===== src/rtl/fifo_pack_pkg.sv =====
// fifo_pack_pkg: shared constants and types for the FIFO word packer.
// Lane counts run 0..PACK_RATIO inclusive, hence the extra bit.
package fifo_pack_pkg;

  localparam int DEF_DATA_WIDTH = 8;
  localparam int DEF_PACK_RATIO = 4;
  localparam int LANE_CNT_W     = $clog2(DEF_PACK_RATIO) + 1;

  typedef logic [LANE_CNT_W-1:0] lane_cnt_t;

endpackage


===== src/rtl/pack_out_stage.sv =====
// pack_out_stage: registered valid/ready master output.
// A word is held stable until the sink accepts it.
module pack_out_stage #(
  parameter int DW = 32,
  parameter int KW = 4
) (
  input  logic          clk,
  input  logic          rst,
  input  logic          load_i,
  input  logic [DW-1:0] data_i,
  input  logic [KW-1:0] keep_i,
  output logic          free_o,
  output logic          m_valid_o,
  input  logic          m_ready_i,
  output logic [DW-1:0] m_data_o,
  output logic [KW-1:0] m_keep_o
);

  logic          valid_q;
  logic [DW-1:0] data_q;
  logic [KW-1:0] keep_q;

  assign free_o    = !valid_q || m_ready_i;
  assign m_valid_o = valid_q;
  assign m_data_o  = data_q;
  assign m_keep_o  = keep_q;

  always_ff @(posedge clk or posedge rst) begin
    if (rst) begin
      valid_q <= 1'b0;
      data_q  <= '0;
      keep_q  <= '0;
    end else if (load_i) begin
      valid_q <= 1'b1;
      data_q  <= data_i;
      keep_q  <= keep_i;
    end else if (m_ready_i) begin
      valid_q <= 1'b0;
    end
  end

endmodule


===== src/rtl/fifo_word_packer.sv =====
// fifo_word_packer: packs PACK_RATIO FIFO entries into one wide word.
// Optional partial-word flush on idle: define FIFO_PACK_FLUSH_TIMEOUT_EN.
module fifo_word_packer
  import fifo_pack_pkg::*;
#(
  parameter int DATA_WIDTH     = DEF_DATA_WIDTH,
  parameter int PACK_RATIO     = DEF_PACK_RATIO,
  parameter int TIMEOUT_CYCLES = 16
) (
  input  logic                             clk,
  input  logic                             rst,
  input  logic                             fifo_empty,
  output logic                             fifo_rd_en,
  input  logic [DATA_WIDTH-1:0]            fifo_rd_data,
  output logic                             m_valid,
  input  logic                             m_ready,
  output logic [DATA_WIDTH*PACK_RATIO-1:0] m_data,
  output logic [PACK_RATIO-1:0]            m_keep
);

  localparam int CW = $clog2(PACK_RATIO) + 1;
  localparam logic [CW-1:0] FULL = CW'(PACK_RATIO);
  localparam logic [CW-1:0] LAST = CW'(PACK_RATIO - 1);

  logic [PACK_RATIO-1:0][DATA_WIDTH-1:0] coll_q, coll_d, word;
  logic [PACK_RATIO-1:0] keep;
  logic [CW-1:0] cnt_q, cnt_d, base, room;
  logic inflight_q;
  logic free, full, done, xfer, flush, load, cap;

  assign full = (cnt_q == FULL);
  // The last lane can bypass the collect register straight to the output.
  assign done = inflight_q && (cnt_q == LAST);
  assign xfer = free && (full || done);
  assign load = xfer || flush;
  assign cap  = inflight_q && !(done && xfer);
  assign base = load ? '0 : cnt_q;
  assign room = load ? '0 : cnt_q + CW'(inflight_q);

  assign fifo_rd_en = !rst && !fifo_empty && (room < FULL);

  always_comb begin
    coll_d = coll_q;
    cnt_d  = base;
    word   = coll_q;
    keep   = '1;
    if (done) word[PACK_RATIO-1] = fifo_rd_data;
    if (cap) begin
      coll_d[base[CW-2:0]] = fifo_rd_data;
      cnt_d = base + CW'(1);
    end
`ifdef FIFO_PACK_FLUSH_TIMEOUT_EN
    if (flush) begin
      for (int i = 0; i < PACK_RATIO; i++) begin
        if (CW'(i) >= cnt_q) begin
          word[i] = '0;
          keep[i] = 1'b0;
        end
      end
    end
`endif
  end

  always_ff @(posedge clk or posedge rst) begin
    if (rst) begin
      cnt_q      <= '0;
      inflight_q <= 1'b0;
      coll_q     <= '0;
    end else begin
      cnt_q      <= cnt_d;
      inflight_q <= fifo_rd_en;
      coll_q     <= coll_d;
    end
  end

`ifdef FIFO_PACK_FLUSH_TIMEOUT_EN
  localparam int TW = $clog2(TIMEOUT_CYCLES + 1);

  logic [TW-1:0] tmo_q;
  logic idle;

  assign idle  = (cnt_q != '0) && !full && !inflight_q
              && fifo_empty && free;
  assign flush = idle && (tmo_q == TW'(TIMEOUT_CYCLES - 1));

  always_ff @(posedge clk or posedge rst) begin
    if (rst) tmo_q <= '0;
    else     tmo_q <= (idle && !flush) ? tmo_q + TW'(1) : '0;
  end
`else
  logic unused_tmo;

  assign flush      = 1'b0;
  assign unused_tmo = |32'(TIMEOUT_CYCLES);
`endif

  pack_out_stage #(
    .DW(DATA_WIDTH * PACK_RATIO),
    .KW(PACK_RATIO)
  ) u_out (
    .clk      (clk),
    .rst      (rst),
    .load_i   (load),
    .data_i   (word),
    .keep_i   (keep),
    .free_o   (free),
    .m_valid_o(m_valid),
    .m_ready_i(m_ready),
    .m_data_o (m_data),
    .m_keep_o (m_keep)
  );

endmodule


===== config.mk =====
export PLATFORM = sky130hd
export DESIGN_NAME = fifo_word_packer
export DESIGN_NICKNAME = d
export VERILOG_FILES = /design/src/rtl/fifo_pack_pkg.sv /design/src/rtl/pack_out_stage.sv /design/src/rtl/fifo_word_packer.sv
export SDC_FILE = /design/constraint.sdc
export NUM_CORES = 1
export LEC_CHECK = 0
export CAP_MARGIN = 20
export CELL_PAD_IN_SITES_DETAIL_PLACEMENT = 0
export CELL_PAD_IN_SITES_GLOBAL_PLACEMENT = 1
export CORE_MARGIN = 4
export CORE_UTILIZATION = 48
export DETAILED_ROUTE_END_ITERATION = 10
export PLACE_DENSITY_LB_ADDON = 0.25
export SLEW_MARGIN = 20
export SYNTH_ARGS = -nofsm -noshare
export SYNTH_HDL_FRONTEND = slang
export SYNTH_SLANG_ARGS = --single-unit

===== constraint.sdc =====
create_clock -name clk -period 7 [get_ports clk]
set_input_delay 1.75 -clock clk [delete_from_list [all_inputs] [get_ports clk]]
set_output_delay 1.75 -clock clk [all_outputs]
set_load 0.005 [all_outputs]

Word level (Yosys, flattened, before mapping)
Cells that the tools add are included.
Storage, ports and cells
  output and inout port bits: 38
  input bits: 12
  register bits after elaboration: 70
Operators by class
  add/subtract/negate cells: 2
  magnitude comparators: 3
  reductions and logical operators: 14
  muxes and demuxes: 9
  eq/ne operators: 2
Operator list (count)
  bitwise mux 32 bit: 1
  demux 8 bit (select 2 bit): 1
  2-to-1 mux 8 bit: 2
  2-to-1 mux 3 bit: 3
  logical AND 1 bit: 7
  zero test 1 bit: 4
  adder 3 x 1 -> 3 bit: 1
  adder 3 x 1 -> 3 bit (second input constant): 1
  == test 3 x 2 -> 1 bit (second input constant): 1
  == test 3 bit (second input constant): 1
  < comparator 2 x 3 -> 1 bit (second input constant): 1
  < comparator 3 bit (second input constant): 1
  >= comparator 2 x 1 -> 1 bit (second input constant): 1
  logical OR 1 bit: 2
  2-to-1 mux 1 bit: 2
  nonzero test 2 bit: 1

Logic depth before layout (Yosys ltp)
  depth in word-level cells: 10
  gate-level depth with buffers: 9

Hierarchy
Synthesis repeated with hierarchy kept, for this count alone.
Unflattened totals
  cell total of the unflattened synthesis: 211
  area, all modules: 3279.4 um2
Modules (own cells, without submodules)
  fifo_word_packer: area an instance 1751.7 um2, sequential area each 900.9 um2, times used 1, cells an instance 131
  pack_out_stage: area an instance 1527.7 um2, sequential area each 925.9 um2, times used 1, cells an instance 80

Worst setup path after synthesis
OpenSTA, ideal clock, no wires.
  kind: in2out
  start: input m_ready
  end: output fifo_rd_en
  stages: 6
  arrival time: 2.716 ns
  slack: 2.534 ns
  buffers on the path: 3
  path through: nor2b_1 > clkbuf_1 > a21o_1 > buf_6 > buf_8 > a211oi_1
Between the ends
  word-level cells in the longest chain between the ends: 5
RTL lines
  start: declaration: line fifo_word_packer.sv:16  | input logic m_ready,
  logical OR 1 bit: line pack_out_stage.sv:23  | assign free_o = !valid_q || m_ready_i;
  logical AND 1 bit: line fifo_word_packer.sv:34  | assign xfer = free && (full || done);
  2-to-1 mux 3 bit: line fifo_word_packer.sv:38  | assign room = load ? '0 : cnt_q + CW'(inflight_q);
  < comparator 3 bit: line fifo_word_packer.sv:40  | assign fifo_rd_en = !rst && !fifo_empty && (room < FULL);
  logical AND 1 bit: line fifo_word_packer.sv:40
  end: declaration: line fifo_word_packer.sv:13  | output logic fifo_rd_en,
Every way passes these cells.

Worst setup path in the final report
Ends and elaborated chain as after synthesis.

==> results.json <==
{
  "syn2layout_area_growth_pct": 23.19,
  "synthCells": 192,
  "place_hpwl_mm": 3.823,
  "status": "completed",
  "power_mw": 1.764,
  "syn_area_per_cell_um2": 16.04,
  "fin_util_pct": 62.61,
  "required_ps": 5250,
  "critPathCapture": "fifo_rd_en",
  "end_kind": "output pin",
  "synth-async-reset-ratio_pct": 100.0,
  "grt-ovfl-total": 0,
  "netlist_area_um2": 3080,
  "start_kind": "primary input",
  "tritoncts": "built",
  "ant_nets": 0,
  "wl_per_cell_um": 17.49,
  "dp_cells": 302,
  "crit_type": "primary input to output pin",
  "critPathMaxStageDelay_ps": 570,
  "dieArea_um2": 7763,
  "timing.final.crit_share_pct": 74.08,
  "grt_pass1_wl_mm": 9.321,
  "cts_max_path_buffers": 2,
  "relSlewSlack_pct": 44.09,
  "irDropWorstVdd_mv": 0.2198,
  "finalWorstSetupSlack_ps": 1814,
  "nNetsFinal": 254,
  "crit_buf_inv": 2,
  "min_path_type": "flip-flop to flip-flop",
  "gp_congestion": 0.7574,
  "power_density_nw_per_um2": 464.9,
  "final_area_um2": 3795,
  "initial_core_util_pct": 50.83,
  "final_cells": 318,
  "path_delay_family": "buffers and inverters",
  "path_cells": "clkdlybuf4s50_1 -> nor2b_1 -> a21o_2 -> a211oi_1 -> clkdlybuf4s50_1",
  "reg2reg_slack_ps": 4010,
  "hold_buffers": 0,
  "drt_pass1_iterations": 4,
  "grt_pass1_vias": 1840,
  "tns_ps": 0,
  "drtIter0Drc": 74,
  "critical_path_arrival_ps": 3440,
  "synth-seq-cells": 70,
  "yosysUniqueCellTypes": 31,
  "worst_pin_slew_ps": 838.6,
  "viasPerCell": 5.352,
  "antenna_found_initial": 0,
  "core_area_um2": 6061,
  "fill_cells": 472,
  "num_antenna_cells": 0,
  "drive_gt1_share_pct": 38.27,
  "grt_setup_unrepaired": "false",
  "die_x_um": 88.11,
  "place_area_um2": 3538,
  "ctsHtreeMaxLevel": 3,
  "die_h_um": 88.11,
  "hold_slack_ps": 500.7,
  "hold_depth": 1,
  "cts-root-buf": "clkbuf_8",
  "synth_nets": 208,
  "max_freq_mhz": 192.8,
  "clock_latency_ps": 340,
  "synth_flop_cell": "dfrtp_1",
  "multiInputGateArea_um2": 1176,
  "io_buffers": 49,
  "reg2reg_to": "coll_q[20]",
  "p_leak_nw": 1.742,
  "grt_max_degree": 71,
  "min_period_ps": 5186,
  "cpMaxStageDelayCell": "nor2b_1",
  "io_pins": 50,
  "num_vias": 1702,
  "rows": 28,
  "synth_edf_count": 0,
  "hold_viol": 0,
  "cts.sinks": 70,
  "yosysSeqAreaShare_pct": 56.86,
  "ys.warnings.count": 0,
  "finalSetupViolCount": 0,
  "dp_slack_ps": 1808,
  "hold_path_startpoint": "coll_q[26]",
  "startpoint": "m_ready",
  "maxSlewViolCount": 0,
  "wl_mm": 5.563,
  "cts_buffers": 9,
  "timing.rr.start": "inflight_q",
  "max-cap-violations": 0,
  "skew_ps": 7.450,
  "cp.depth": 5,
  "rr_worst_depth": 5,
  "drc": 0,
  "grt_usage_pct": 16.23,
  "crit_fanout": 10,
  "seq_area_um2": 1752,
  "cp_common_cell": "clkdlybuf4s50_1",
  "clkSlewWorstSetupHoldPaths_ps": 70,
  "cts_resized": 0,
  "post_cts_buffers": 0
}
[flip-flops by register name, summed over array words and instances, names as in the netlist]
register / flops
u_out.m_data_o: 32
inflight_q: 1
u_out.m_valid_o: 1
cnt_q: 3
u_out.m_keep_o: 1
coll_q: 32
[layout make-up]
| type | count | area share (%) |
|---|---|---|
| timing repair buffer | 51 | 13.32 |
| tap | 75 | 2.473 |
| multi-input combinational | 103 | 30.99 |
| sequential | 70 | 46.16 |
| inverter | 3 | 0.2967 |
| clock buffer | 11 | 3.989 |
| clock inverter | 5 | 2.770 |
[logic make-up (layout without fill, tap and decap cells)]
group           count (synthesis)  in the layout  synth area share (%)
mux                            73             73                 30.06
flops                          70             70                 56.86
buf+inv                        19             70                 4.996
compound gates                 13             13                 3.819
simple gates                   11             11                 2.072
fa+ha+maj                       4              4                 1.625
xor+xnor                        2              2                0.5687
[per-layer routing]
metal / GRT usage [%] / vias to the layer above / wire length, um
met2: 26.51 / 50 / 2766
met1: 19.73 / 879 / 2400
met5: 0 / - / 0
met3: 7.056 / 5 / 341
met4: 4.533 / 0 / 55
li1: - / 768 / -
[report_power, final]
part / internal [mW] / switching (mW) / total [mW]
clock network: 0.256 / 0.146 / 0.402
logic: 0.440 / 0.202 / 0.642
registers: 0.597 / 0.124 / 0.720
total: 1.29 / 0.472 / 1.76
[cells in the final DEF (no fill, tap or decap), types with 2 or more instances in the layout]
cell type and count:
ha_1 4, mux2_2 44, buf_4 2, o21ai_0 2
bufinv_16 3, nand3_1 2, nand2b_1 2, clkdlybuf4s50_1 49
mux2_4 28, o311a_1 3, dfrtp_1 70, inv_1 2
clkinvlp_4 2, nor2_1 2, a21oi_1 2, clkbuf_8 11
[worst reg2reg max path, cell delays in order, from the launching register on]
cell and delay [ps]:
dfrtp_1 620, nand4b_1 610, o21ai_0 570, ha_1 230, o311a_1 460, mux2_2 400
[synth_stat cells (2+ instances only)]
cell	n	area (um2)
buf_6	3	33.78
clkbuf_1	3	11.26
inv_1	3	11.26
buf_4	3	22.52
ha_1	4	50.05
mux2_4	28	420.4
nand2b_1	2	12.51
nor2_1	2	7.510
o311a_1	3	30.03
o21ai_0	2	10.01
mux2_2	44	495.5
dfrtp_1	70	1752
buf_12	2	40.04
buf_2	4	20.02
a21oi_1	2	10.01
nand3_1	2	10.01
[worst min-delay path by stage]
stage	to	slack, ps
2_1_floorplan	coll_q[24]	470
3_3_place_gp	coll_q[24]	480
3_5_place_dp	coll_q[29]	490
4_1_cts	u_out.m_data_o[1]	510
5_1_grt	u_out.m_data_o[12]	520
6_report	coll_q[26]	500
No activity file was read; power rests on OpenSTA's default activity.
